## src/rtl/mem_arbiter_pkg.sv

```systemverilog
// Shared definitions for the IF/D memory arbiter: FSM states, read-owner codes
// and data-path widths.
package mem_arbiter_pkg;

    localparam int WORD_W = 32;
    localparam int BE_W   = WORD_W / 8;

    typedef enum logic {
        ST_IDLE,
        ST_RMW_WR
    } state_t;

    typedef enum logic [1:0] {
        OWN_NONE,
        OWN_IF,
        OWN_D
    } owner_t;

endpackage

```

## src/rtl/mem_arbiter_store_merge.sv

```systemverilog
// Combinational byte-lane merge: each lane takes wdata where its enable is set,
// otherwise it keeps the word's current contents.
module store_merge
    import mem_arbiter_pkg::*;
(
    input  logic [BE_W-1:0]   be,
    input  logic [WORD_W-1:0] wdata,
    input  logic [WORD_W-1:0] rdata,
    output logic [WORD_W-1:0] merged
);

    for (genvar i = 0; i < BE_W; i++) begin : g_lane
        assign merged[8*i +: 8] = be[i] ? wdata[8*i +: 8] : rdata[8*i +: 8];
    end

endmodule

```

## src/rtl/mem_arbiter.sv

```systemverilog
// Arbitrates the single-port MemoryUnit between instruction fetch and the data
// port; sub-word stores run as a read followed by a merged full-word write.
module mem_arbiter
    import mem_arbiter_pkg::*;
#(
    parameter int ADDR_W      = 10,
    parameter int MAX_DSTREAK = 4
) (
    input  logic              clk,
    input  logic              rst,
    input  logic              if_req,
    input  logic [31:0]       if_addr,
    output logic              if_gnt,
    output logic              if_rvalid,
    output logic [31:0]       if_rdata,
    input  logic              d_req,
    input  logic              d_we,
    input  logic [3:0]        d_be,
    input  logic [31:0]       d_addr,
    input  logic [31:0]       d_wdata,
    output logic              d_gnt,
    output logic              d_rvalid,
    output logic [31:0]       d_rdata,
    output logic              d_wack,
    output logic [31:0]       mem_addr,
    output logic [31:0]       mem_wdata,
    output logic              mem_write,
    input  logic [31:0]       mem_rdata
);

    localparam int              SW         = $clog2(MAX_DSTREAK + 1);
    localparam logic [SW-1:0]   STREAK_MAX = SW'(MAX_DSTREAK);

    state_t              state, state_nxt;
    owner_t              rd_owner, rd_owner_nxt;
    logic [SW-1:0]       streak, streak_nxt;
    logic                live;
    logic                active;
    logic                wack_q, wack_nxt;
    logic                cap_en;
    logic [ADDR_W-1:0]   cap_idx;
    logic [31:0]         cap_wdata;
    logic [3:0]          cap_be;
    logic [ADDR_W-1:0]   idx;
    logic [ADDR_W-1:0]   if_idx, d_idx;
    logic [31:0]         merged;
    logic                unused_addr_bits;

    // live holds outputs quiet for the first cycle after reset is released.
    assign active = !rst && live;
    assign if_idx = if_addr[ADDR_W+1:2];
    assign d_idx  = d_addr[ADDR_W+1:2];
    assign unused_addr_bits = ^{if_addr[31:ADDR_W+2], if_addr[1:0],
                                d_addr[31:ADDR_W+2], d_addr[1:0]};

    store_merge u_merge (
        .be     (cap_be),
        .wdata  (cap_wdata),
        .rdata  (mem_rdata),
        .merged (merged)
    );

    always_comb begin
        state_nxt    = state;
        rd_owner_nxt = OWN_NONE;
        wack_nxt     = 1'b0;
        if_gnt       = 1'b0;
        d_gnt        = 1'b0;
        mem_write    = 1'b0;
        mem_wdata    = '0;
        idx          = '0;
        cap_en       = 1'b0;
        if (active) begin
            case (state)
                ST_IDLE: begin
                    if (d_req && !(if_req && streak == STREAK_MAX)) d_gnt = 1'b1;
                    else if (if_req)                                 if_gnt = 1'b1;
                    if (if_gnt) begin
                        idx          = if_idx;
                        rd_owner_nxt = OWN_IF;
                    end else if (d_gnt) begin
                        idx = d_idx;
                        if (!d_we) begin
                            rd_owner_nxt = OWN_D;
                        end else if (d_be == 4'hF) begin
                            mem_write = 1'b1;
                            mem_wdata = d_wdata;
                            wack_nxt  = 1'b1;
                        end else if (d_be == 4'h0) begin
                            wack_nxt  = 1'b1;
                        end else begin
                            // Read the old word now; merge and write it next cycle.
                            cap_en    = 1'b1;
                            state_nxt = ST_RMW_WR;
                        end
                    end
                end
                ST_RMW_WR: begin
                    mem_write = 1'b1;
                    mem_wdata = merged;
                    idx       = cap_idx;
                    wack_nxt  = 1'b1;
                    state_nxt = ST_IDLE;
                end
                default: state_nxt = ST_IDLE;
            endcase
        end

        streak_nxt = streak;
        if (!if_req || if_gnt)                  streak_nxt = '0;
        else if (d_gnt && streak != STREAK_MAX) streak_nxt = streak + 1'b1;
    end

    assign mem_addr  = {{(32-ADDR_W){1'b0}}, idx};
    assign if_rvalid = active && rd_owner == OWN_IF;
    assign d_rvalid  = active && rd_owner == OWN_D;
    assign if_rdata  = if_rvalid ? mem_rdata : '0;
    assign d_rdata   = d_rvalid  ? mem_rdata : '0;
    assign d_wack    = active && wack_q;

    always_ff @(posedge clk) begin
        if (rst) begin
            state     <= ST_IDLE;
            rd_owner  <= OWN_NONE;
            streak    <= '0;
            wack_q    <= 1'b0;
            live      <= 1'b0;
            cap_idx   <= '0;
            cap_wdata <= '0;
            cap_be    <= '0;
        end else begin
            state    <= state_nxt;
            rd_owner <= rd_owner_nxt;
            streak   <= streak_nxt;
            wack_q   <= wack_nxt;
            live     <= 1'b1;
            if (cap_en) begin
                cap_idx   <= d_idx;
                cap_wdata <= d_wdata;
                cap_be    <= d_be;
            end
        end
    end

endmodule

```

## config.mk

```make
export PLATFORM = sky130hd
export DESIGN_NAME = mem_arbiter
export DESIGN_NICKNAME = d
export VERILOG_FILES = /design/src/rtl/mem_arbiter_pkg.sv /design/src/rtl/mem_arbiter_store_merge.sv /design/src/rtl/mem_arbiter.sv
export SDC_FILE = /design/constraint.sdc
export NUM_CORES = 1
export LEC_CHECK = 0
export BUFFER_PORTS_ARGS = -buffer_cell sky130_fd_sc_hd__clkbuf_2
export CAP_MARGIN = 20
export CORE_MARGIN = 2
export CORE_UTILIZATION = 30
export CTS_CLUSTER_DIAMETER = 30
export CTS_CLUSTER_SIZE = 25
export DETAILED_ROUTE_END_ITERATION = 16
export SETUP_SLACK_MARGIN = 0.02
export SYNTH_ARGS = -nofsm -noshare
export SYNTH_HDL_FRONTEND = slang
export SYNTH_SLANG_ARGS = --single-unit
```

## constraint.sdc

```tcl
create_clock -name clk -period 2.2 [get_ports clk]
set_input_delay 0.22 -clock clk [delete_from_list [all_inputs] [get_ports clk]]
set_output_delay 0.22 -clock clk [all_outputs]
set_load 0.02 [all_outputs]
```

==> metrics.csv, run 1 <==
metric,value,unit
fin_ws,104,ps
finalSetupViolCount,0,
numPortBuffers,204,
cts.sinks,54,
cts_tree,yes,
hold_class,input port to register,
rows,41,
die_w,119,um
ys_seq_area_share,27.3,%
grt_max_degree,40,
crit_chain,inv_1 > ha_2 > nand3_2 > nor3b_4 > buf_6 > buf_8 > nand3_1 > a21oi_2 > buf_6,
die-area,14100,um2
initial_core_util,31.1,%
hold_viol,0,
gp_congestion,0.755,
synth_xor_xnor_area_share,0.443,%
ff_latch_area,1080,um2
core_area,12700,um2
fin_setup_tns,0,ps
layout.nets,873,
area_delta_synth_final,37.8,%
crit_buf_inv,4,
synth_mux_area_share,9.36,%
hpwl,9.72,mm
slew_violations,0,
postLayoutCoreUtil,42.9,%
startpoint_type,register,
p_per_area,439,nW/um2
path_max_fanout,7,
cpMostUsedCell,buf_6,
cp_slowest_cell,dfxtp_2,
outcome,"complete, no violations",
dp_cells,896,
worst_pin_slew,516,ps
pre_cts_slack,213,ps
min_period_over_period,95.3,%
cts_made_buffers,5,
fillers,1402,
vias_per_cell,4.93,
syn_avg_cell_area,7.23,um2
htreeDepth,2,
antenna_found_initial,0,
clock_latency,290,ps
final_cells,907,
multiInputGateArea,2610,um2
grt_use_total,18.1,%
path_clk_slew,70,ps
synth_compound_area_share,19.1,%
max-cap-violations,0,
syn-cell-area,3960,um2
synth_cell_type_count,35,
synth_seq_cells,54,
grt_remaining_overflow,0,
critPathMaxStageDelay,330,ps
syn_inst,547,
dpl-instance-area,5110,um2
grt_pass1_wl,21.3,mm
wl_per_cell,14.8,um
clockBufferDepth,2,
crit_arrival,1880,ps
cp_top_family,buffers and inverters,
whs,136,ps
num_vias,4474,
drc_errors,0,
yosys_warnings,0,
criticalPathCategory,register to output port,
holdBufCountCts,0,
ant_nets,0,
endpoint_kind,output port,
worst_ep_required_time,1980,ps
final_cell_mix,"clkbuf_2, nand3_1, a21oi_1",
leakage,2.31,nW
io_pins,271,
antenna_cells,0,
grt_pass1_vias,4210,
ir_drop,414,uV
fmax,477,MHz
maxSlewHeadroom,65.5,%
post-route-min-period,2100,ps
drive_gt1_share,42.6,%
stdcell_area,5450,um2
p_total,2.39,mW
skew,7.70,ps
fp.dieH,119,um
synth_top_family_by_area,simple AND/OR/NAND/NOR gates,
drt_iter0_drc,225,
final_common_cell,clkbuf_2,
synthAdderAreaFrac,0.633,%
synth-simple-area-share,32.0,%
wl,13.4,mm
firstDrtPassIters,5,
rsz0062_at_grt,true,
clockRootBuffer,clkbuf_16,
==> power by group <==
part,total (mW),internal (mW),switching [mW]
registers,1.01,0.997,0.0137
logic,0.489,0.181,0.308
clock network,0.893,0.538,0.355
total,2.39,1.72,0.676
==> state kept, by name, indices dropped and copies added, names as in the netlist <==
signal     count
cap_idx       10
rd_owner       2
wack_q         1
cap_be         4
streak         3
state          1
cap_wdata     32
live           1
==> routing by layer <==
layer | up-vias | routed length, um | global-route usage, %
met2 | 168 | 6730 | 32.3
met4 | 0 | 31 | 2.16
li1 | 2238 | - | -
met1 | 2066 | 5810 | 23.3
met5 | - | 0 | 0
met3 | 2 | 864 | 3.11
==> worst register-to-register path, delay by kind of cell (launching register included) <==
family,cells,cell delay (ps)
AO/OA/AOI/OAI,1,150
adder cells (fa/ha/maj),1,200
flip-flops,1,330
AND/OR/NAND/NOR,3,690
buffers and inverters,3,460
==> worst paths after layout <==
check | startpoint | to | slack (ps) | cells after the start
setup / recovery | streak[0]$_SDFFE_PP0P_ | mem_wdata[30] | 100 | 9
hold / removal | d_we | rd_owner[1]$_SDFF_PP0_ | 140 | 2
setup reg to reg | streak[0]$_SDFFE_PP0P_ | cap_wdata[3]$_SDFFE_PP0P_ | 310 | 8
hold reg to reg | cap_wdata[4]$_SDFFE_PP0P_ | cap_wdata[4]$_SDFFE_PP0P_ | 470 | 2
==> Yosys cell counts, drive strengths merged <==
master / number / area share (%)
nand2b: 2 / 0.32
nand3: 99 / 14
a31oi: 10 / 1.6
and4b: 1 / 0.25
and2: 65 / 10
nor3b: 3 / 0.95
nor3: 1 / 0.13
mux2i: 1 / 0.25
nor2: 8 / 0.82
nand4b: 1 / 0.38
o21ai: 56 / 7.1
conb: 1 / 0.095
or4: 1 / 0.28
inv: 5 / 0.47
ha: 2 / 0.63
nand2: 37 / 3.5
xnor2: 1 / 0.22
dfxtp: 54 / 27
xor2: 1 / 0.22
a21oi: 79 / 10
nor2b: 2 / 0.32
mux2: 32 / 9.1
a41oi: 1 / 0.22
a211o: 1 / 0.22
nand4: 2 / 0.32
and3: 2 / 0.32
buf: 43 / 7.3
clkbuf: 34 / 3.2
nand3b: 2 / 0.38
==> logic make-up after synthesis <==
group / after synthesis
flip-flops: 54
multiplexers: 33
XOR/XNOR: 2
other: 1
adder cells (fa/ha/maj): 2
buffers and inverters: 82
AO/OA/AOI/OAI: 147
AND/OR/NAND/NOR: 226
==> final cells by class <==
type | count | area share, %
inverter | 5 | 0.344
clock buffer | 6 | 2.36
clock inverter | 2 | 0.689
sequential | 54 | 19.9
timing repair buffer | 236 | 25.0
tap | 172 | 3.95
multi-input combinational | 432 | 47.8
==> timing repair <==
item | in CTS | in global routing
setup buffers | 2 | 0
setup endpoints to repair | 40 | 41
pin swaps | 2 | 10
cloned | 1 | 0
resized for setup | 15 | 61
Power figures use the tool's default switching activity.
==> inputs of run 2 (changes only) <==
Settings changed: RECOVER_POWER set to 50.
==> run 2 against run 1 <==
Net effect: critical path depth is the same; first-iteration DRC count grew 6.7%; clock power is essentially flat; sequential power is essentially flat; routed wire length grew 0.15%; register-to-register slack lost 160 ps; critical path type unchanged; largest cell class unchanged.
==> metrics.csv, run 2 (synthesis results as in run 1) <==
metric,value,unit,change
clockRootBuffer,clkbuf_16,,
antenna_cells,0,,unchanged
critPathLaunch,streak[0]$_SDFFE_PP0P_,,
cts_made_buffers,5,,unchanged
hpwl,9.72,mm,unchanged
die_w,119,um,unchanged
endpoint_kind,output port,,
postLayoutCoreUtil,42.5,%,-0.39 points
clock_latency,290,ps,about the same
outcome,"complete, no violations",,
clockBufferDepth,2,,unchanged
vias_per_cell,4.94,,+0.25%
ant_nets,0,,unchanged
fmax,476,MHz,-0.19%
cts.sinks,54,,unchanged
initial_core_util,31.1,%,unchanged
drive_gt1_share,39.7,%,-2.9 points
grt_remaining_overflow,0,,unchanged
htreeDepth,2,,unchanged
p_per_area,442,nW/um2,+0.76%
grt_pass1_wl,21.3,mm,unchanged
io_pins,271,,unchanged
largest_reg_flops,32,,unchanged
drc_errors,0,,unchanged
hold_class,input port to register,,
drt_iter0_drc,240,,+6.7%
p_total,2.39,mW,-0.16%
fillers,1418,,+1.1%
num_vias,4485,,+0.25%
layout.nets,873,,unchanged
worst_pin_slew,693,ps,+177 ps
worst_ep_required_time,1980,ps,about the same
gp_congestion,0.755,,unchanged
final_cell_mix,"clkbuf_2, nand3_1, a21oi_1",,
fin_setup_tns,0,ps,unchanged
endpoint,mem_wdata[30],,
finalSetupViolCount,0,,unchanged
grt_pass1_vias,4210,,unchanged
grt_use_total,18.1,%,unchanged
largest-register,cap_wdata,,
wl_per_cell,14.8,um,+0.15%
core_area,12700,um2,unchanged
hold_viol,0,,unchanged
startpoint_type,register,,
final_cells,907,,unchanged
area_delta_synth_final,36.5,%,
wl,13.5,mm,+0.15%
crit_arrival,1880,ps,about the same
reg_top3,"cap_wdata: 32 flops, cap_idx: 10 flops, cap_be: 4 flops",,
path_max_fanout,7,,unchanged
whs,136,ps,+0.0250 ps
max-cap-violations,0,,unchanged
path_clk_slew,70,ps,about the same
reg2reg_depth,6,,-2
cts_tree,yes,,
post-route-min-period,2100,ps,+3.96 ps
rr_startpoint,live$_DFF_P_,,
leakage,2.22,nW,-3.8%
criticalPathCategory,register to output port,,
holdBufCountCts,0,,unchanged
grt_max_degree,40,,unchanged
firstDrtPassIters,5,,unchanged
antenna_found_initial,0,,unchanged
dp_cells,896,,unchanged
rsz0062_at_grt,true,,
fp.dieH,119,um,unchanged
r2r-end,streak[0]$_SDFFE_PP0P_,,
ir_drop,414,uV,about the same
slew_violations,0,,unchanged
skew,9.22,ps,+1.52 ps
numPortBuffers,204,,unchanged
rows,41,,unchanged
min_period_over_period,95.4,%,+0.18 points
die-area,14100,um2,unchanged
final_common_cell,clkbuf_2,,
reg2reg_slack,150,ps,-160 ps
maxSlewHeadroom,53.8,%,-12 points
## run 2: cell types whose count changed in the layout (fill, tap and decap cells not counted), moves of 8 or more
| cell | before | now |
|---|---|---|
| and2_1 | 65 | 49 |
| clkbuf_1 | 1 | 20 |
| and2_0 | 0 | 16 |
| buf_4 | 43 | 35 |
| clkbuf_2 | 177 | 165 |
## run 2: area by class of cell
cell class	instances	area [um2]	share of cell area [%]
clock inverter	2	37.5	0.695
inverter	5	18.8	0.347
tap	172	215	3.98
multi-input combinational	432	2600	48.1
sequential	54	1080	20.1
clock buffer	6	129	2.39
timing repair buffer	236	1320	24.4
## run 2: worst min path at each step
stage          startpoint                endpoint  slack (ps)  cells past startpoint
3_5_place_dp         d_we  rd_owner[1]$_SDFF_PP0_         430                      2
2_1_floorplan        d_we  rd_owner[1]$_SDFF_PP0_         300                      1
3_3_place_gp         d_we  rd_owner[1]$_SDFF_PP0_         430                      2
5_1_grt              d_we  rd_owner[1]$_SDFF_PP0_         140                      2
6_report             d_we  rd_owner[1]$_SDFF_PP0_         140                      2
4_1_cts              d_we  rd_owner[1]$_SDFF_PP0_         130                      2
## run 2: routing by layer
layer | global-route usage, % | wire, um | vias to the layer above
met1 | 23.3 | 5890 | 2080
met3 | 3.11 | 835 | 2
met2 | 32.3 | 6700 | 163
met5 | 0 | 0 | -
met4 | 2.16 | 31 | 0
li1 | - | - | 2240
## run 2: what timing repair did
item | 4_1_cts | 5_1_grt
buffers inserted | 2 | 0
pin swaps | 2 | 10
gates resized for setup | 15 | 61
gates cloned | 1 | 0
endpoints found under the setup margin | 40 | 41
## run 2: through the flow
step | cell area (um2) | setup slack, ps
after global placement | 5110 | 256
after floorplan | 4040 | 253
after global routing | 5400 | 3.06
after CTS | 5350 | 34.8
final | 5400 | 100
after detailed placement | 5110 | 213
## run 2: critical path, stage by stage, from the launching register on
cell,delay [ps]
dfxtp_2,330
inv_1,60
ha_2,200
nand3_2,100
nor3b_4,190
buf_6,160
buf_8,130
nand3_1,100
a21oi_2,190
buf_6,130
## run 2: where the power goes
group | switching, mW | internal, mW
Clock | 0.357 | 0.538
Sequential | 0.0135 | 0.997
Combinational | 0.307 | 0.176
==> inputs of run 3 (changes only) <==
Settings changed: CAP_MARGIN 20 to 15, CELL_PAD_IN_SITES_DETAIL_PLACEMENT set to 0, CELL_PAD_IN_SITES_GLOBAL_PLACEMENT set to 1, CORE_UTILIZATION 30 to 28, PLACE_DENSITY_LB_ADDON set to 0.1.
==> run 3 against run 2 <==
Net effect: sequential power hardly changed; sequential share of layout area down 0.87 points; routed wire length up 10%; critical path depth grew 1; first-iteration DRC count is 14% lower; combinational power up 3%; worst hold slack improved by 11 ps; via count grew 1.1%; register-to-register slack better by 20 ps; clock-buffer cell count is the same; largest power group is now clock.
==> metrics.csv, run 3 (synthesis results as in run 1) <==
metric,value,unit,change
antenna_cells,0,,unchanged
fillers,1464,,+3.2%
startpoint_type,register,,
reg_top3,"cap_wdata: 32 flops, cap_idx: 10 flops, cap_be: 4 flops",,
num_vias,4533,,+1.1%
skew,5.32,ps,-3.90 ps
post-route-min-period,2140,ps,+40.7 ps
drive_gt1_share,43.8,%,+4.1 points
swShare,27.6,%,-0.71 points
min_period_over_period,97.3,%,+1.8 points
fp.dieH,123,um,+3.4%
clock_latency,300,ps,about the same
ff_latch_area,1080,um2,+0.12%
vias_per_cell,4.94,,about the same
cp_slowest_cell,dfxtp_2,,
worst_pin_slew,1160,ps,+469 ps
rsz0062_at_grt,true,,
hold_viol,0,,unchanged
grt_max_degree,50,,+25%
clockBufferDepth,2,,unchanged
layout.nets,875,,+0.23%
p_seq_share,39.4,%,-2.9 points
p_int,1.86,mW,+8.9%
firstDrtPassIters,4,,-1
largest_reg_flops,32,,unchanged
ir_drop,419,uV,+1.1%
crit_arrival,1920,ps,+40 ps
wl_per_cell,16.2,um,+9.2%
fin_setup_tns,0,ps,unchanged
fmax,467,MHz,-1.9%
p_clk_share,41.3,%,+3.8 points
whs,147,ps,+11.2 ps
leakage,2.37,nW,+6.4%
hold_class,input port to register,,
path_clk_slew,70,ps,about the same
io_pins,271,,unchanged
grt_remaining_overflow,0,,unchanged
pwr-share-comb,19.3,%,-0.9 points
crit_chain,inv_2 > ha_4 > nand3_4 > nor3b_4 > buf_6 > buf_12 > buf_16 > nand3_4 > a21oi_2 > clkbuf_8,,
dpl-instance-area,5110,um2,about the same
largest-register,cap_wdata,,
max-cap-violations,0,,unchanged
grt_pass1_wl,22.7,mm,+6.6%
maxSlewHeadroom,22.5,%,-31 points
grt_pass1_vias,4264,,+1.3%
worst_ep_required_time,1980,ps,about the same
htreeDepth,2,,unchanged
core_area,13800,um2,+8.7%
die-area,15100,um2,+6.9%
stdcell_area,5650,um2,+4.7%
rows,43,,+4.9%
final_cell_mix,"clkbuf_2, nand3_1, and2_1",,
grt_use_total,19.0,%,+0.94 points
p_sw,0.712,mW,+5.1%
crit_buf_inv,5,,+1
wl,14.9,mm,+10%
cp_top_family,buffers and inverters,,
endpoint_kind,output port,,
antenna_found_initial,0,,unchanged
die_w,123,um,+3.4%
drc_errors,0,,unchanged
gp_congestion,0.827,,+9.7%
finalSetupViolCount,0,,unchanged
cpMostUsedCell,nand3_4,,
clockRootBuffer,clkbuf_16,,
initial_core_util,28.6,%,-2.5 points
criticalPathCategory,register to output port,,
cts_made_buffers,5,,unchanged
critPathMaxStageDelay,340,ps,about the same
path_max_fanout,6,,-1
multiInputGateArea,2660,um2,+2.3%
hpwl,10.4,mm,+6.7%
ant_nets,0,,unchanged
area_delta_synth_final,42.9,%,
outcome,"complete, no violations",,
drt_iter0_drc,206,,-14%
final_common_cell,clkbuf_2,,
slew_violations,0,,unchanged
numPortBuffers,204,,unchanged
cts_tree,yes,,
cts.sinks,54,,unchanged
p_per_area,455,nW/um2,+3.0%
==> run 3: changes by cell type in the layout (fill, tap and decap cells not counted), sizes merged <==
cell	delta
bufinv	+1
buf	+10
clkbuf	-8
clkinvlp	-1
==> run 3: per-layer routing <==
| layer | vias to the layer above | part of all wire, % | global-route usage, % |
|---|---|---|---|
| li1 | 2238 | - | - |
| met1 | 2130 | 45 | 24.8 |
| met2 | 160 | 48 | 33.0 |
| met3 | 5 | 6.4 | 3.49 |
| met4 | 0 | 0.50 | 2.80 |
| met5 | - | 0 | 0 |
==> run 3: through the flow <==
step | utilization, % | cells | total power [mW] | setup WS [ps]
detailed placement | 37.0 | 899 | 1.52 | 188
global placement | 37.0 | 899 | 1.52 | 171
floorplan | - | 568 | 1.33 | 253
global route | 40.9 | 917 | 2.69 | -49.6
finish | 40.9 | 917 | 2.58 | 59.6
CTS | 39.9 | 917 | 2.58 | 14.8
==> run 3: repair_timing <==
| action | 4_1_cts | 5_1_grt |
|---|---|---|
| endpoints found under the setup margin | 34 | 53 |
| hold endpoints to repair | 0 | 0 |
| hold buffers | 0 | 0 |
| pin swaps | 12 | 20 |
| gates cloned | 2 | 0 |
| buffers inserted | 8 | 2 |
| resized for setup | 30 | 78 |
==> run 3: path summary, 6_finish.rpt <==
path | slack (ps) | from | end | depth (start not counted)
setup reg to reg | 170 | streak[0]$_SDFFE_PP0P_ | cap_idx[8]$_SDFFE_PP0P_ | 9
hold / removal | 150 | d_we | rd_owner[1]$_SDFF_PP0_ | 2
setup / recovery | 60 | streak[0]$_SDFFE_PP0P_ | mem_wdata[21] | 10
hold reg to reg | 470 | cap_idx[0]$_SDFFE_PP0P_ | cap_idx[0]$_SDFFE_PP0P_ | 2
==> run 3: cell type report <==
class / count / share of cell area [%]
multi-input combinational: 432 / 47.0
tap: 180 / 3.98
clock inverter: 2 / 1.06
inverter: 5 / 0.332
timing repair buffer: 238 / 26.0
clock buffer: 6 / 2.46
sequential: 54 / 19.2
==> run 3: power by group through the flow <==
stage / sequential, mW / clock (mW) / combinational (mW)
3_3_place_gp: 1.04 / 0 / 0.480
3_5_place_dp: 1.04 / 0 / 0.482
6_report: 1.01 / 1.06 / 0.497
2_1_floorplan: 1.03 / 0 / 0.307
5_1_grt: 1.02 / 1.12 / 0.544
4_1_cts: 1.01 / 1.08 / 0.493
